===== config.mk =====
export PLATFORM = sky130hd
export DESIGN_NAME = multicycle_ctrl
export DESIGN_NICKNAME = d
export VERILOG_FILES = /design/src/rtl/multicycle_ctrl.sv
export SDC_FILE = /design/constraint.sdc
export NUM_CORES = 1
export LEC_CHECK = 0
export CAP_MARGIN = 0
export CORE_ASPECT_RATIO = 1.25
export CORE_MARGIN = 2
export CORE_UTILIZATION = 39
export CTS_CLUSTER_SIZE = 10
export DETAILED_ROUTE_END_ITERATION = 16
export GPL_ROUTABILITY_DRIVEN = 0
export GPL_TIMING_DRIVEN = 0
export PLACE_DENSITY = 0.81
export SYNTH_ARGS = -nofsm -noshare
export SYNTH_HDL_FRONTEND = slang
export SYNTH_SLANG_ARGS = --single-unit
export TNS_END_PERCENT = 100

===== constraint.sdc =====
create_clock -name clk -period 2.4 [get_ports clk]
set_input_delay 0.6 -clock clk [delete_from_list [all_inputs] [get_ports clk]]
set_output_delay 0.6 -clock clk [all_outputs]
set_load 0.005 [all_outputs]

===== src/rtl/multicycle_ctrl.sv =====
// Multicycle MIPS-subset control FSM: sequences shared memory, ALU, register file and PC.
// Optional build macro ILLEGAL_TRAP_EN adds the TRAP state and the `illegal` output.
module multicycle_ctrl #(
  parameter logic [2:0] RESET_STATE = 3'd0
) (
  input  logic        clk,
  input  logic        reset,
  input  logic [31:0] instr,
  input  logic        zero,
  input  logic        memReady,
  output logic        memReq,
  output logic        memWe,
  output logic        iOrD,
  output logic        irWe,
  output logic        pcWe,
  output logic [1:0]  pcSrcCtrl,
  output logic        regWe,
  output logic [1:0]  regDstCtrl,
  output logic [1:0]  regDInCtrl,
  output logic        aluBSrcCtrl,
  output logic [2:0]  op,
  output logic [2:0]  state,
  output logic        instrRetired
`ifdef ILLEGAL_TRAP_EN
  ,
  output logic        illegal
`endif
);

  typedef enum logic [2:0] {
    S_FETCH  = 3'd0,
    S_DECODE = 3'd1,
    S_EXEC   = 3'd2,
    S_MEM    = 3'd3,
    S_WB     = 3'd4,
    S_BRANCH = 3'd5,
    S_JUMP   = 3'd6,
    S_TRAP   = 3'd7
  } state_t;

  typedef enum logic [3:0] {
    CL_NONE = 4'd0,  CL_LW  = 4'd1,  CL_SW   = 4'd2,  CL_ADDI = 4'd3,
    CL_XORI = 4'd4,  CL_ADD = 4'd5,  CL_SUB  = 4'd6,  CL_SLT  = 4'd7,
    CL_BEQ  = 4'd8,  CL_BNE = 4'd9,  CL_J    = 4'd10, CL_JAL  = 4'd11,
    CL_JR   = 4'd12, CL_ILL = 4'd13
  } cls_t;

  localparam logic [2:0] OP_ADD = 3'd0;
  localparam logic [2:0] OP_SUB = 3'd1;
  localparam logic [2:0] OP_XOR = 3'd2;
  localparam logic [2:0] OP_SLT = 3'd3;

  state_t state_r, next_state_s;
  cls_t   class_r, dec_cls_s;

  function automatic cls_t classify(input logic [5:0] opc, input logic [5:0] fn);
    cls_t c;
    case (opc)
      6'b000000: begin
        case (fn)
          6'b100000: c = CL_ADD;
          6'b100010: c = CL_SUB;
          6'b101010: c = CL_SLT;
          6'b001000: c = CL_JR;
          default:   c = CL_ILL;
        endcase
      end
      6'b000010: c = CL_J;
      6'b000011: c = CL_JAL;
      6'b000100: c = CL_BEQ;
      6'b000101: c = CL_BNE;
      6'b001000: c = CL_ADDI;
      6'b001110: c = CL_XORI;
      6'b100011: c = CL_LW;
      6'b101011: c = CL_SW;
      default:   c = CL_ILL;
    endcase
    return c;
  endfunction

  function automatic logic [2:0] alu_op(input cls_t c);
    logic [2:0] o;
    case (c)
      CL_XORI: o = OP_XOR;
      CL_SUB:  o = OP_SUB;
      CL_SLT:  o = OP_SLT;
      default: o = OP_ADD;
    endcase
    return o;
  endfunction

  function automatic logic uses_imm(input cls_t c);
    return (c == CL_LW) || (c == CL_SW) || (c == CL_ADDI) || (c == CL_XORI);
  endfunction

  assign dec_cls_s = classify(instr[31:26], instr[5:0]);
  assign state     = state_r;

  // State and instruction-class registers; class is captured only in DECODE
  always_ff @(posedge clk) begin
    if (reset) begin
      state_r <= state_t'(RESET_STATE);
      class_r <= CL_NONE;
    end else begin
      state_r <= next_state_s;
      if (state_r == S_DECODE) begin
        class_r <= dec_cls_s;
      end else begin
        class_r <= class_r;
      end
    end
  end

  // Next-state logic
  always_comb begin
    next_state_s = state_r;
    case (state_r)
      S_FETCH:  next_state_s = memReady ? S_DECODE : S_FETCH;
      S_DECODE: begin
        case (dec_cls_s)
          CL_LW, CL_SW, CL_ADDI, CL_XORI,
          CL_ADD, CL_SUB, CL_SLT:       next_state_s = S_EXEC;
          CL_BEQ, CL_BNE:               next_state_s = S_BRANCH;
          CL_J, CL_JAL, CL_JR:          next_state_s = S_JUMP;
`ifdef ILLEGAL_TRAP_EN
          default:                      next_state_s = S_TRAP;
`else
          default:                      next_state_s = S_FETCH;
`endif
        endcase
      end
      S_EXEC:   next_state_s = ((class_r == CL_LW) || (class_r == CL_SW)) ? S_MEM : S_WB;
      S_MEM: begin
        if (memReady) begin
          next_state_s = (class_r == CL_SW) ? S_FETCH : S_WB;
        end else begin
          next_state_s = S_MEM;
        end
      end
      S_WB, S_BRANCH, S_JUMP: next_state_s = S_FETCH;
`ifdef ILLEGAL_TRAP_EN
      S_TRAP:   next_state_s = S_TRAP;
`else
      S_TRAP:   next_state_s = S_FETCH;
`endif
      default:  next_state_s = S_FETCH;
    endcase
  end

  // Output decode; reset forces every strobe and select to its idle value
  always_comb begin
    memReq       = 1'b0;
    memWe        = 1'b0;
    iOrD         = 1'b0;
    irWe         = 1'b0;
    pcWe         = 1'b0;
    pcSrcCtrl    = 2'd0;
    regWe        = 1'b0;
    regDstCtrl   = 2'd0;
    regDInCtrl   = 2'd0;
    aluBSrcCtrl  = 1'b0;
    op           = OP_ADD;
    instrRetired = 1'b0;
`ifdef ILLEGAL_TRAP_EN
    illegal      = 1'b0;
`endif
    if (!reset) begin
      case (state_r)
        S_FETCH: begin
          memReq = 1'b1;
          irWe   = memReady;
          pcWe   = memReady;
        end
        S_DECODE: begin
`ifndef ILLEGAL_TRAP_EN
          instrRetired = (dec_cls_s == CL_ILL);
`endif
        end
        S_EXEC: begin
          aluBSrcCtrl = uses_imm(class_r);
          op          = alu_op(class_r);
        end
        S_MEM: begin
          memReq       = 1'b1;
          iOrD         = 1'b1;
          memWe        = (class_r == CL_SW);
          instrRetired = memReady && (class_r == CL_SW);
        end
        S_WB: begin
          regWe        = 1'b1;
          instrRetired = 1'b1;
          aluBSrcCtrl  = uses_imm(class_r);
          op           = alu_op(class_r);
          regDInCtrl   = (class_r == CL_LW) ? 2'd1 : 2'd0;
          regDstCtrl   = uses_imm(class_r) ? 2'd0 : 2'd1;
        end
        S_BRANCH: begin
          op           = OP_SUB;
          pcSrcCtrl    = 2'd3;
          pcWe         = ((class_r == CL_BEQ) && zero) || ((class_r == CL_BNE) && !zero);
          instrRetired = 1'b1;
        end
        S_JUMP: begin
          pcWe         = 1'b1;
          pcSrcCtrl    = (class_r == CL_JR) ? 2'd2 : 2'd1;
          regWe        = (class_r == CL_JAL);
          regDstCtrl   = (class_r == CL_JAL) ? 2'd2 : 2'd0;
          regDInCtrl   = (class_r == CL_JAL) ? 2'd2 : 2'd0;
          instrRetired = 1'b1;
        end
        S_TRAP: begin
`ifdef ILLEGAL_TRAP_EN
          illegal = 1'b1;
`endif
        end
        default: begin
          memReq = 1'b0;
        end
      endcase
    end else begin
      memReq = 1'b0;
    end
  end

endmodule


==> flow_metrics.py, run 1 <==
metrics = {
    "outcome": {
        "status": "finished, violations left",
        "violations": "negative setup slack",
    },
    "route": {
        "initialDrtViolationCount": 35,
        "drc": 0,
        "vias": 1404,
        "viasPerCell": 6.03,
        "dr.pass1.iters": 4,
        "ant_nets": 0,
        "wirelength_mm": 4.04,
        "wl_per_cell_um": 17.3,
    },
    "clock_network": {
        "clock_path_buffers": 2,
        "htree_levels": 1,
        "cts_buffers": 3,
        "cts_root_buf": "clkbuf_4",
        "clkSlewWorstSetupHoldPaths_ns": 0.05,
        "cts_sinks": 7,
        "cts_tree": "built",
        "insertion_delay_ns": 0.27,
    },
    "floorplan": {
        "dieHeight_um": 61.0,
        "die_w_um": 49.6,
        "rows": 20,
        "initial_core_util": 0.413,
        "die_area_mm2": 0.00302,
        "core_mm2": 0.00245,
        "io-pin-count": 56,
    },
    "grt": {
        "antenna_found_initial": 0,
        "grt_pass1_vias": 1395,
        "grt_max_degree": 11,
        "grt_pass1_wl_mm": 5.90,
        "grtUsageTotal": 0.258,
        "grt_overflow_total": 0,
    },
    "synth": {
        "ys_seq_area_frac": 0.138,
        "synth_top_area_share": 0.138,
        "synthCells": 135,
        "synthFlopType": "dfxtp_1",
        "synth_warnings": 0,
        "ys_types": 54,
        "ys_ff_latch": 7,
        "syn-mean-instance-area_um2": 7.50,
        "async_flop_share": 0,
        "syn-cell-area_mm2": 0.00101,
        "synth_top_area_cell": "dfxtp_1",
        "synth.area.top_cells": "dfxtp_1, nor2_1, nand2b_1",
        "synth_fp_nets": 171,
        "synth_edf_count": 0,
    },
    "sta": {
        "rsz0062_at_grt": "true",
        "final.setup_skew_ns": 0.00404,
        "drv_slew": 0,
        "hold_viol": 0,
        "fmax_mhz": 395,
        "finalCritPeriodShare": 1.05,
        "setup_ws_ns": -0.130,
        "finalSetupViolCount": 1,
        "fin_crit_ns": 2.53,
        "setup_tns_ns": -0.130,
        "fin_hold_ws_ns": 0.607,
    },
    "final_layout": {
        "area.growth.synth_to_final_pct": 83.7,
        "diodes": 0,
        "n_fill_cell": 187,
        "finish.instance_area_mm2": 0.00186,
        "final_common_cell": "buf_4",
        "final_cell_mix": "buf_4, nor2_1, dlygate4sd2_1, clkdlybuf4s50_1",
        "layout.nets": 237,
        "layout-drive-gt1-share": 0.480,
    },
    "placement": {
        "io_buffers": 32,
        "hpwlAfterDp_mm": 2.17,
        "dpl-instance-area_mm2": 0.00137,
    },
    "setup_path": {
        "cp_max_fo": 5,
        "r2r_start": "state[1]$_SDFF_PP0_",
        "critPathRequiredTime_ns": 1.80,
        "r2r-end": "state[1]$_SDFF_PP0_",
        "cp_slowest_stage_delay_ns": 0.37,
        "path_buf_inv": 3,
        "rrSetupSlack_ns": 0.76,
        "cp_top_family": "compound AO/OA/AOI/OAI gates",
        "cp-end-kind": "output port",
        "start_kind": "input port",
        "crit_chain": "buf_8 > buf_6 > nor4b_4 > nand3_1 > a311o_1 > a31o_1 > buf_2",
        "cp_slowest_cell": "a311o_1",
        "rr_worst_depth": 4,
        "worstPathArrival_ns": 1.93,
        "path_depth": 7,
        "crit_type": "in -> out",
    },
    "min_path": {
        "whs_endpoint": "class_r[2]$_SDFFE_PP0P_",
        "hold_depth": 2,
        "worstHoldStart": "reset",
        "worstHoldPathType": "in -> reg",
    },
    "job": {
        "drv_cap": 0,
    },
    "power_and_ir_drop": {
        "cellPowerDensity_mw_per_mm2": 265,
        "p_total_mw": 0.494,
        "vdd_ir_drop_max_mv": 0.198,
        "p_leak_nw": 0.800,
    },
}
-- area by class of cell --
cell class | instances | area, um^2 | area share
multi-input combinational | 113 | 983 | 0.529
tap | 33 | 41.3 | 0.0222
timing repair buffer | 62 | 523 | 0.281
buffer | 12 | 128 | 0.0686
clock buffer | 4 | 26.3 | 0.0141
sequential | 7 | 150 | 0.0808
inverter | 2 | 7.51 | 0.00404
-- where the power goes --
part           internal (mW)  switching (mW)  leakage [nW]
clock                 0.0638          0.0495        0.0150
sequential             0.123          0.0101        0.0594
combinational          0.124           0.122         0.725
total                  0.312           0.182         0.800
-- metal layers --
layer | part of all wire | wire length [um] | track usage
met1 | 0.34 | 1370 | 0.200
met2 | 0.57 | 2310 | 0.581
met3 | 0.048 | 193 | 0.0222
met4 | 0.043 | 175 | 0.183
met5 | 0 | 0 | 0
-- synthesized netlist by cell type (2+ instances only) --
| cell | n |
|---|---|
| nor2_1 | 15 |
| a21oi_1 | 7 |
| dfxtp_1 | 7 |
| nand2b_1 | 7 |
| buf_4 | 5 |
| clkbuf_1 | 5 |
| nand2_1 | 5 |
| nand3_1 | 5 |
| nand4_1 | 5 |
| a31oi_1 | 4 |
| and3_1 | 4 |
| nor2b_1 | 4 |
| xnor2_1 | 4 |
| a211oi_1 | 3 |
| mux2i_1 | 3 |
| nor3_1 | 3 |
| a311o_1 | 2 |
| a311oi_1 | 2 |
| and2_1 | 2 |
| and3b_1 | 2 |
| buf_2 | 2 |
| nand3b_1 | 2 |
| nor3b_1 | 2 |
| nor4_1 | 2 |
| nor4b_1 | 2 |
| o21bai_1 | 2 |
| or3_1 | 2 |
-- worst max-delay path by stage --
stage,from,end
after floorplan,instr[28],instrRetired
after global placement,instr[29],instrRetired
after detailed placement,instr[29],instrRetired
after CTS,instr[30],instrRetired
after global routing,instr[31],instrRetired
final,instr[29],instrRetired
-- per-stage QoR --
stage / worst slack, ns / instances / utilization
4_1_cts: -0.146 / 228 / 0.705
3_5_place_dp: -0.923 / 200 / 0.560
3_3_place_gp: -0.898 / 200 / 0.560
5_1_grt: -0.210 / 233 / 0.758
2_1_floorplan: 0.0635 / 135 / -
6_report: -0.130 / 233 / 0.758
-- flip-flops by register name (all words and copies together) (netlist names) --
| name | cells |
|---|---|
| class_r | 4 |
| state | 3 |
-- kinds of logic after synthesis --
group           synth area share
flops                      0.138
xor+xnor                  0.0346
simple gates               0.428
buf+inv                   0.0841
other cells              0.00370
mux                       0.0297
compound gates             0.282
-- worst reg2reg max path, stage by stage (launching register included) --
cell	delay (ns)
dfxtp_4	0.36
nand2b_4	0.16
or3_1	0.40
or4b_1	0.56
o211ai_2	0.09
-- timing repair --
item / CTS / global route
cloned: 3 / 0
setup buffers: 22 / 8
pin swaps: 15 / 19
hold buffers: 0 / 0
endpoints found under the hold margin: 0 / 0
endpoints found under the setup margin: 16 / 11
resized for setup: 86 / 30
Power figures use the tool's default switching activity.
==> run 2: changes to the inputs <==
CTS_CLUSTER_DIAMETER = 150   (was not set)
==> results of run 2 <==
Same layout as run 1: the final DEF is identical, and so are final timing and power.
